==> src/rtl/agent_banked_memory_controller.sv <==
// agent_banked_memory_controller
//   Routes one agent memory port to either a set of banked single-port local SRAMs
//   (shared address/data bus, per-bank chip select) or the arbitrated main memory.
//   Local accesses complete at one per cycle. Main accesses wait for the arbiter grant.
//   Unmapped addresses return an error pulse, plus a zero read-data pulse for reads.
//
// Optional feature (macro AGENT_MEMCTRL_GRANT_TIMEOUT_EN):
//   Abort a main access after GRANT_TIMEOUT ungranted wait cycles and report an error.
//
// Ports:
//   clk, rst                 clock, asynchronous active-low reset
//   mem_ctrl_req/we/addr/in  agent request (accepted when req && rdy at a rising edge)
//   mem_ctrl_rdy             controller can accept a request this cycle
//   mem_ctrl_rvld            one-cycle pulse, mem_ctrl_out holds read data
//   mem_ctrl_out             read data, held until the next rvld
//   mem_ctrl_err             one-cycle pulse: unmapped access or grant timeout
//   main_mem_*               main-memory arbitration request / grant and access bus
//   sram_csb0/web0           per-bank active-low chip select / write enable
//   sram_comm_addr0/din0     shared bank address / write data
//   sram_dout0               concatenated bank read data (bank k at [k*DATA_W +: DATA_W])
module agent_banked_memory_controller #(
   parameter int unsigned            NUM_BANKS      = 5,
   parameter int unsigned            BANK_ADDR_BITS = 9,
   parameter int unsigned            DATA_W         = 32,
   parameter int unsigned            CTRL_ADDR_W    = 14,
   parameter int unsigned            MAIN_ADDR_W    = 8,
   parameter logic [CTRL_ADDR_W-1:0] MAIN_BASE      = 14'h2000,
   parameter int unsigned            GRANT_TIMEOUT  = 255
) (
   input  logic                          clk,
   input  logic                          rst,
   input  logic                          mem_ctrl_req,
   input  logic                          mem_ctrl_we,
   input  logic [CTRL_ADDR_W-1:0]        mem_ctrl_addr,
   input  logic [DATA_W-1:0]             mem_ctrl_in,
   output logic                          mem_ctrl_rdy,
   output logic                          mem_ctrl_rvld,
   output logic [DATA_W-1:0]             mem_ctrl_out,
   output logic                          mem_ctrl_err,
   output logic                          main_mem_req,
   input  logic                          main_mem_grant,
   output logic                          main_mem_we,
   output logic [MAIN_ADDR_W-1:0]        main_mem_addr,
   output logic [DATA_W-1:0]             main_mem_in,
   input  logic [DATA_W-1:0]             main_mem_out,
   output logic [NUM_BANKS-1:0]          sram_csb0,
   output logic [NUM_BANKS-1:0]          sram_web0,
   input  logic [NUM_BANKS*DATA_W-1:0]   sram_dout0,
   output logic [BANK_ADDR_BITS-1:0]     sram_comm_addr0,
   output logic [DATA_W-1:0]             sram_comm_din0
);

   if (NUM_BANKS < 1 || NUM_BANKS > 8 || GRANT_TIMEOUT < 1) begin : g_bad_param
      $error("agent_banked_memory_controller: NUM_BANKS must be 1..8, GRANT_TIMEOUT >= 1");
   end

   // One extra bit so the window limits cannot wrap.
   localparam logic [CTRL_ADDR_W:0] LOCAL_LIM =
      (CTRL_ADDR_W+1)'(NUM_BANKS << BANK_ADDR_BITS);
   localparam logic [CTRL_ADDR_W:0] MAIN_LO = {1'b0, MAIN_BASE};
   localparam logic [CTRL_ADDR_W:0] MAIN_HI = MAIN_LO + (CTRL_ADDR_W+1)'(1 << MAIN_ADDR_W);

   typedef enum logic [1:0] {StIdle, StMainWait, StMainResp} state_e;

   state_e                   state_q, state_d;
   logic                     lat_we_q, lat_we_d;
   logic [MAIN_ADDR_W-1:0]   lat_addr_q, lat_addr_d;
   logic [DATA_W-1:0]        lat_data_q, lat_data_d;
   logic                     loc_rvld_q, loc_rvld_d;   // local read data due this cycle
   logic                     zero_rvld_q, zero_rvld_d; // error read: return zero data
   logic [2:0]               bank_q, bank_d;
   logic                     err_q, err_d;
   logic [DATA_W-1:0]        out_q;

   logic [CTRL_ADDR_W:0]     addr_ext;
   logic                     is_local, is_main, accept, timeout_hit;
   logic [2:0]               bank_sel;
   logic [MAIN_ADDR_W-1:0]   main_off;

   always_comb begin
      addr_ext = {1'b0, mem_ctrl_addr};
      is_local = addr_ext < LOCAL_LIM;
      is_main  = (addr_ext >= MAIN_LO) && (addr_ext < MAIN_HI);
      bank_sel = mem_ctrl_addr[BANK_ADDR_BITS+2:BANK_ADDR_BITS];
      main_off = MAIN_ADDR_W'(mem_ctrl_addr - MAIN_BASE);
   end

   assign mem_ctrl_rdy = rst && (state_q == StIdle);
   assign accept       = mem_ctrl_req && mem_ctrl_rdy;

`ifdef AGENT_MEMCTRL_GRANT_TIMEOUT_EN
   localparam int unsigned CNT_W =
      ($clog2(GRANT_TIMEOUT + 1) > 8) ? $clog2(GRANT_TIMEOUT + 1) : 8;

   logic [CNT_W-1:0] wait_cnt_q;

   // Counts ungranted wait cycles; held at zero outside the wait so it is clear on entry.
   always_ff @(posedge clk or negedge rst) begin
      if (!rst) begin
         wait_cnt_q <= '0;
      end else if (state_q != StMainWait) begin
         wait_cnt_q <= '0;
      end else if (!main_mem_grant) begin
         wait_cnt_q <= wait_cnt_q + CNT_W'(1);
      end
   end

   // A grant in the expiry cycle still wins.
   assign timeout_hit = (state_q == StMainWait) && !main_mem_grant &&
                        (wait_cnt_q == CNT_W'(GRANT_TIMEOUT - 1));
`else
   assign timeout_hit = 1'b0;
`endif

   always_comb begin
      state_d         = state_q;
      lat_we_d        = lat_we_q;
      lat_addr_d      = lat_addr_q;
      lat_data_d      = lat_data_q;
      loc_rvld_d      = 1'b0;
      zero_rvld_d     = 1'b0;
      bank_d          = bank_q;
      err_d           = 1'b0;
      sram_csb0       = '1;
      sram_web0       = '1;
      sram_comm_addr0 = '0;
      sram_comm_din0  = '0;
      main_mem_req    = 1'b0;
      main_mem_we     = 1'b0;
      main_mem_addr   = '0;
      main_mem_in     = '0;

      unique case (state_q)
         StIdle: begin
            if (accept) begin
               if (is_local) begin
                  for (int unsigned k = 0; k < NUM_BANKS; k++) begin
                     sram_csb0[k] = (bank_sel != 3'(k));
                     sram_web0[k] = !(mem_ctrl_we && (bank_sel == 3'(k)));
                  end
                  sram_comm_addr0 = mem_ctrl_addr[BANK_ADDR_BITS-1:0];
                  sram_comm_din0  = mem_ctrl_in;
                  loc_rvld_d      = !mem_ctrl_we;
                  bank_d          = bank_sel;
               end else if (is_main) begin
                  main_mem_req = 1'b1;
                  lat_we_d     = mem_ctrl_we;
                  lat_addr_d   = main_off;
                  lat_data_d   = mem_ctrl_in;
                  state_d      = StMainWait;
               end else begin
                  err_d       = 1'b1;
                  zero_rvld_d = !mem_ctrl_we;
               end
            end
         end
         StMainWait: begin
            main_mem_req = 1'b1;
            if (main_mem_grant) begin
               main_mem_we   = lat_we_q;
               main_mem_addr = lat_addr_q;
               main_mem_in   = lat_data_q;
               state_d       = lat_we_q ? StIdle : StMainResp;
            end else if (timeout_hit) begin
               err_d       = 1'b1;
               zero_rvld_d = !lat_we_q;
               state_d     = StIdle;
            end
         end
         StMainResp: begin
            state_d = StIdle;
         end
         default: begin
            state_d = StIdle;
         end
      endcase
   end

   // Read data is steered combinationally in the rvld cycle and captured at its end.
   always_comb begin
      mem_ctrl_out = out_q;
      if (loc_rvld_q) begin
         for (int unsigned k = 0; k < NUM_BANKS; k++) begin
            if (bank_q == 3'(k)) mem_ctrl_out = sram_dout0[k*DATA_W +: DATA_W];
         end
      end
      if (zero_rvld_q) mem_ctrl_out = '0;
      if (state_q == StMainResp) mem_ctrl_out = main_mem_out;
   end

   assign mem_ctrl_rvld = loc_rvld_q || zero_rvld_q || (state_q == StMainResp);
   assign mem_ctrl_err  = err_q;

   always_ff @(posedge clk or negedge rst) begin
      if (!rst) begin
         state_q     <= StIdle;
         lat_we_q    <= 1'b0;
         lat_addr_q  <= '0;
         lat_data_q  <= '0;
         loc_rvld_q  <= 1'b0;
         zero_rvld_q <= 1'b0;
         bank_q      <= '0;
         err_q       <= 1'b0;
         out_q       <= '0;
      end else begin
         state_q     <= state_d;
         lat_we_q    <= lat_we_d;
         lat_addr_q  <= lat_addr_d;
         lat_data_q  <= lat_data_d;
         loc_rvld_q  <= loc_rvld_d;
         zero_rvld_q <= zero_rvld_d;
         bank_q      <= bank_d;
         err_q       <= err_d;
         out_q       <= mem_ctrl_out;
      end
   end

endmodule
==> config.mk <==
export PLATFORM = sky130hd
export DESIGN_NAME = agent_banked_memory_controller
export DESIGN_NICKNAME = d
export VERILOG_FILES = /design/src/rtl/agent_banked_memory_controller.sv
export SDC_FILE = /design/constraint.sdc
export NUM_CORES = 1
export LEC_CHECK = 0
export ABC_AREA = 0
export ABC_CLOCK_PERIOD_IN_PS = 5500
export CAP_MARGIN = 15
export CORE_AREA = 4 4 141 143
export DETAILED_ROUTE_END_ITERATION = 7
export DIE_AREA = 0 0 145 147
export GPL_TIMING_DRIVEN = 0
export HOLD_SLACK_MARGIN = 0.12
export PLACE_DENSITY = 0.78
export SYNTH_ARGS = -nofsm -noshare
export SYNTH_HDL_FRONTEND = slang
export SYNTH_SLANG_ARGS = --single-unit
==> constraint.sdc <==
create_clock -name clk -period 5.5 [get_ports clk]
set_clock_uncertainty 0.15 [all_clocks]
set_input_delay 1.375 -clock clk [delete_from_list [all_inputs] [get_ports clk]]
set_output_delay 1.375 -clock clk [all_outputs]
set_load 0.03 [all_outputs]
==> metrics.txt <==
outcome=finished clean; htree depth=3; # hold bufs at CTS=0; crit-path max cell delay=680 ps; Worst Hold Depth=1; fmax=187 MHz; Cells after Synth=657; Data arrival, critical path=3810 ps; I/O pins=371; Setup Fix Bufs, Post-CTS=0; Nets=1282; Die Height=147 um; area leader, netlist=dfrtp_1; met3 WL=2750 um; CP endpoint kind=primary output; vias in the first global route=6905; Max-slew headroom=0.579; Pwr Density=222 nW/um2; CP required=3970 ps; global route overflow=0; router iterations before antenna repair=5; Synth Net Count=900; Slew Viols, Final=0; fill count=1662; routed wl met2=12800 um; unrepaired setup endpoints after global routing=no; Starting DRT DRC Count=323; worst r2r dst=out_q[17]$_DFF_PN0_; largest net degree at the start of global routing=52; Tmin final=5340 ps; clk_lat worst skew=340 ps; total power=2250 uW; drt total wl=26300 um; Worst Hold Launch=lat_we_q$_DFFE_PN0P_; first-pass GRT wire length=39500 um; # DRC=0; initial antenna violation count=3; uppermost layer routed=met4; Via Count=6515; Clock Tree Root=clkbuf_16; Top FF cell, synth=dfrtp_1; sequential share of the synthesized area=0.350; Final Cycle Share=0.970; Multi-input gate area=3370 um2; Port Buf Inserts=369; core area=18600 um2; post-synthesis register bit count=81; dpl cell area=9800 um2; final worst slack=164 ps; DIE AREA=21300 um2; layout cell share with drive strength beyond 1=0.116; largest cells by area after synthesis=dfrtp_1 (35%), mux2_4 (9.9%), and2_1 (8.9%); Syn-to-layout area delta=74.8%; Reg2Reg Depth=6; Post-synth top cells=o21ai_0 (98), and2_1 (82), dfrtp_1 (81); CP Max Fanout=10; CTS tree=built; GP Congestion=0.925; Crit Path Class=input port to primary output; Final Setup Violations=0; FF+latch area=2030 um2; Leakage=0.00419 uW; Synth Cell Area=5790 um2; FP Rows=50; clock-pin slew on the worst setup and hold paths=60 ps; count leader, synth=o21ai_0; Netlist cell types=33; vias per inst=5.09; CP max stage cell=clkdlybuf4s50_1; Reg2Reg Launch Point=state_q[1]$_DFFE_PN0P_; CP dominant cell by count=clkdlybuf4s50_1; CP Launch Type=input port; Finished Cell Area=10100 um2; Setup WS pre-CTS=-115 ps; clk sinks=81; ys async rst share=1.00; total CTS buffers=9; Avg Inst Size Synth=8.81 um2; hold crit path type=flop to flop; Post-synth EDFFs=0; final hold viol count=0; antenna-violating nets left=0; worst vdd ir=0.000140 V; WHS Endpoint=state_q[1]$_DFFE_PN0P_; worst slew pin tran=631 ps; GRT Resource Usage Total=0.236; Syn. warnings=0; critical-path cell list=clkdlybuf4s50_1 > o21ai_0 > nand2_1 > nor2_4 > clkbuf_2 > and2_1 > clkdlybuf4s50_1; area share of the largest cell type after synthesis=0.350; routed wire length per instance=20.5 um; Worst R2R Setup Slack=3290 ps; Detail Placement HPWL=20700 um; DRT met1 WL=9820 um; Die W=145 um; Max clock buf depth=2; initial core utilization=0.312; max_cap viols=0; Fin Hold WS=306 ps
==> report_power, final <==
part / internal (uW) / total, uW / leakage [uW] / switching [uW]
Sequential: 666 / 702 / 0.00108 / 36.0
Clock: 307 / 564 / 0.000121 / 257
Combinational: 464 / 985 / 0.00298 / 521
Total: 1440 / 2250 / 0.00419 / 814
==> cell usage in the layout (no fill, tap or decap), types with 31 or more instances in the layout <==
cell / instances
inv_1: 34
and2_1: 82
clkbuf_1: 36
clkdlybuf4s50_1: 365
a31oi_1: 32
o21ai_0: 98
o32a_1: 32
nand2b_1: 35
dfrtp_1: 81
mux2_4: 38
o21ai_1: 31
nand2_1: 69
mux2_2: 38
==> metal layers <==
metal,up-vias,track usage
met1,3038,0.265
met5,-,0
met2,364,0.410
li1,3065,-
met3,48,0.0854
met4,0,0.0936
==> logic make-up after synthesis <==
kind of cell / after synthesis / share of synthesized area
AO/OA/AOI/OAI: 195 / 0.203
buffers and inverters: 92 / 0.0685
flip-flops: 81 / 0.350
multiplexers: 76 / 0.172
AND/OR/NAND/NOR: 213 / 0.206
==> through the flow <==
step | setup TNS, ps | util | std cells
3_3_place_gp | -229740 | 0.526 | 1260
3_5_place_dp | -1350 | 0.527 | 1261
4_1_cts | 0 | 0.542 | 1277
6_report | 0 | 0.545 | 1280
5_1_grt | 0 | 0.545 | 1280
2_1_floorplan | 0 | - | 657
==> worst max-delay path by stage <==
stage	from	end	slack [ps]
after global placement	rst	sram_comm_din0[22]	-3110
after global routing	mem_ctrl_addr[11]	sram_comm_addr0[3]	20
after CTS	mem_ctrl_addr[9]	sram_comm_din0[22]	20
final	mem_ctrl_addr[11]	sram_comm_addr0[2]	160
after floorplan	mem_ctrl_addr[10]	main_mem_req	1460
after detailed placement	rst	sram_comm_din0[22]	-110
==> flip-flops by register name, summed over array words and instances, names as in the netlist <==
register	count
loc_rvld_q	1
state_q	2
bank_q	3
zero_rvld_q	1
lat_addr_q	8
lat_we_q	1
out_q	32
lat_data_q	32
mem_ctrl_err	1
==> critical path, delay by kind of cell <==
family | cells | cell delay, ps
buffers and inverters | 3 | 1650
AND/OR/NAND/NOR | 3 | 580
AO/OA/AOI/OAI | 1 | 190
==> timing repair <==
item / CTS / global route
resized for setup: 1 / 5
gates cloned: 0 / 1
endpoints found under the setup margin: 40 / 44
==> area by class of cell <==
class / count / share of cell area
repair buffers: 371 / 0.371
multi-input cells: 484 / 0.333
flip-flops and latches: 81 / 0.200
well taps: 234 / 0.0289
plain buffers: 58 / 0.0266
clock buffers: 10 / 0.0226
inverters: 34 / 0.0126
clock inverters: 6 / 0.00433
diodes: 2 / 0.000494
Note: power is estimated with default switching activity, not from simulation.
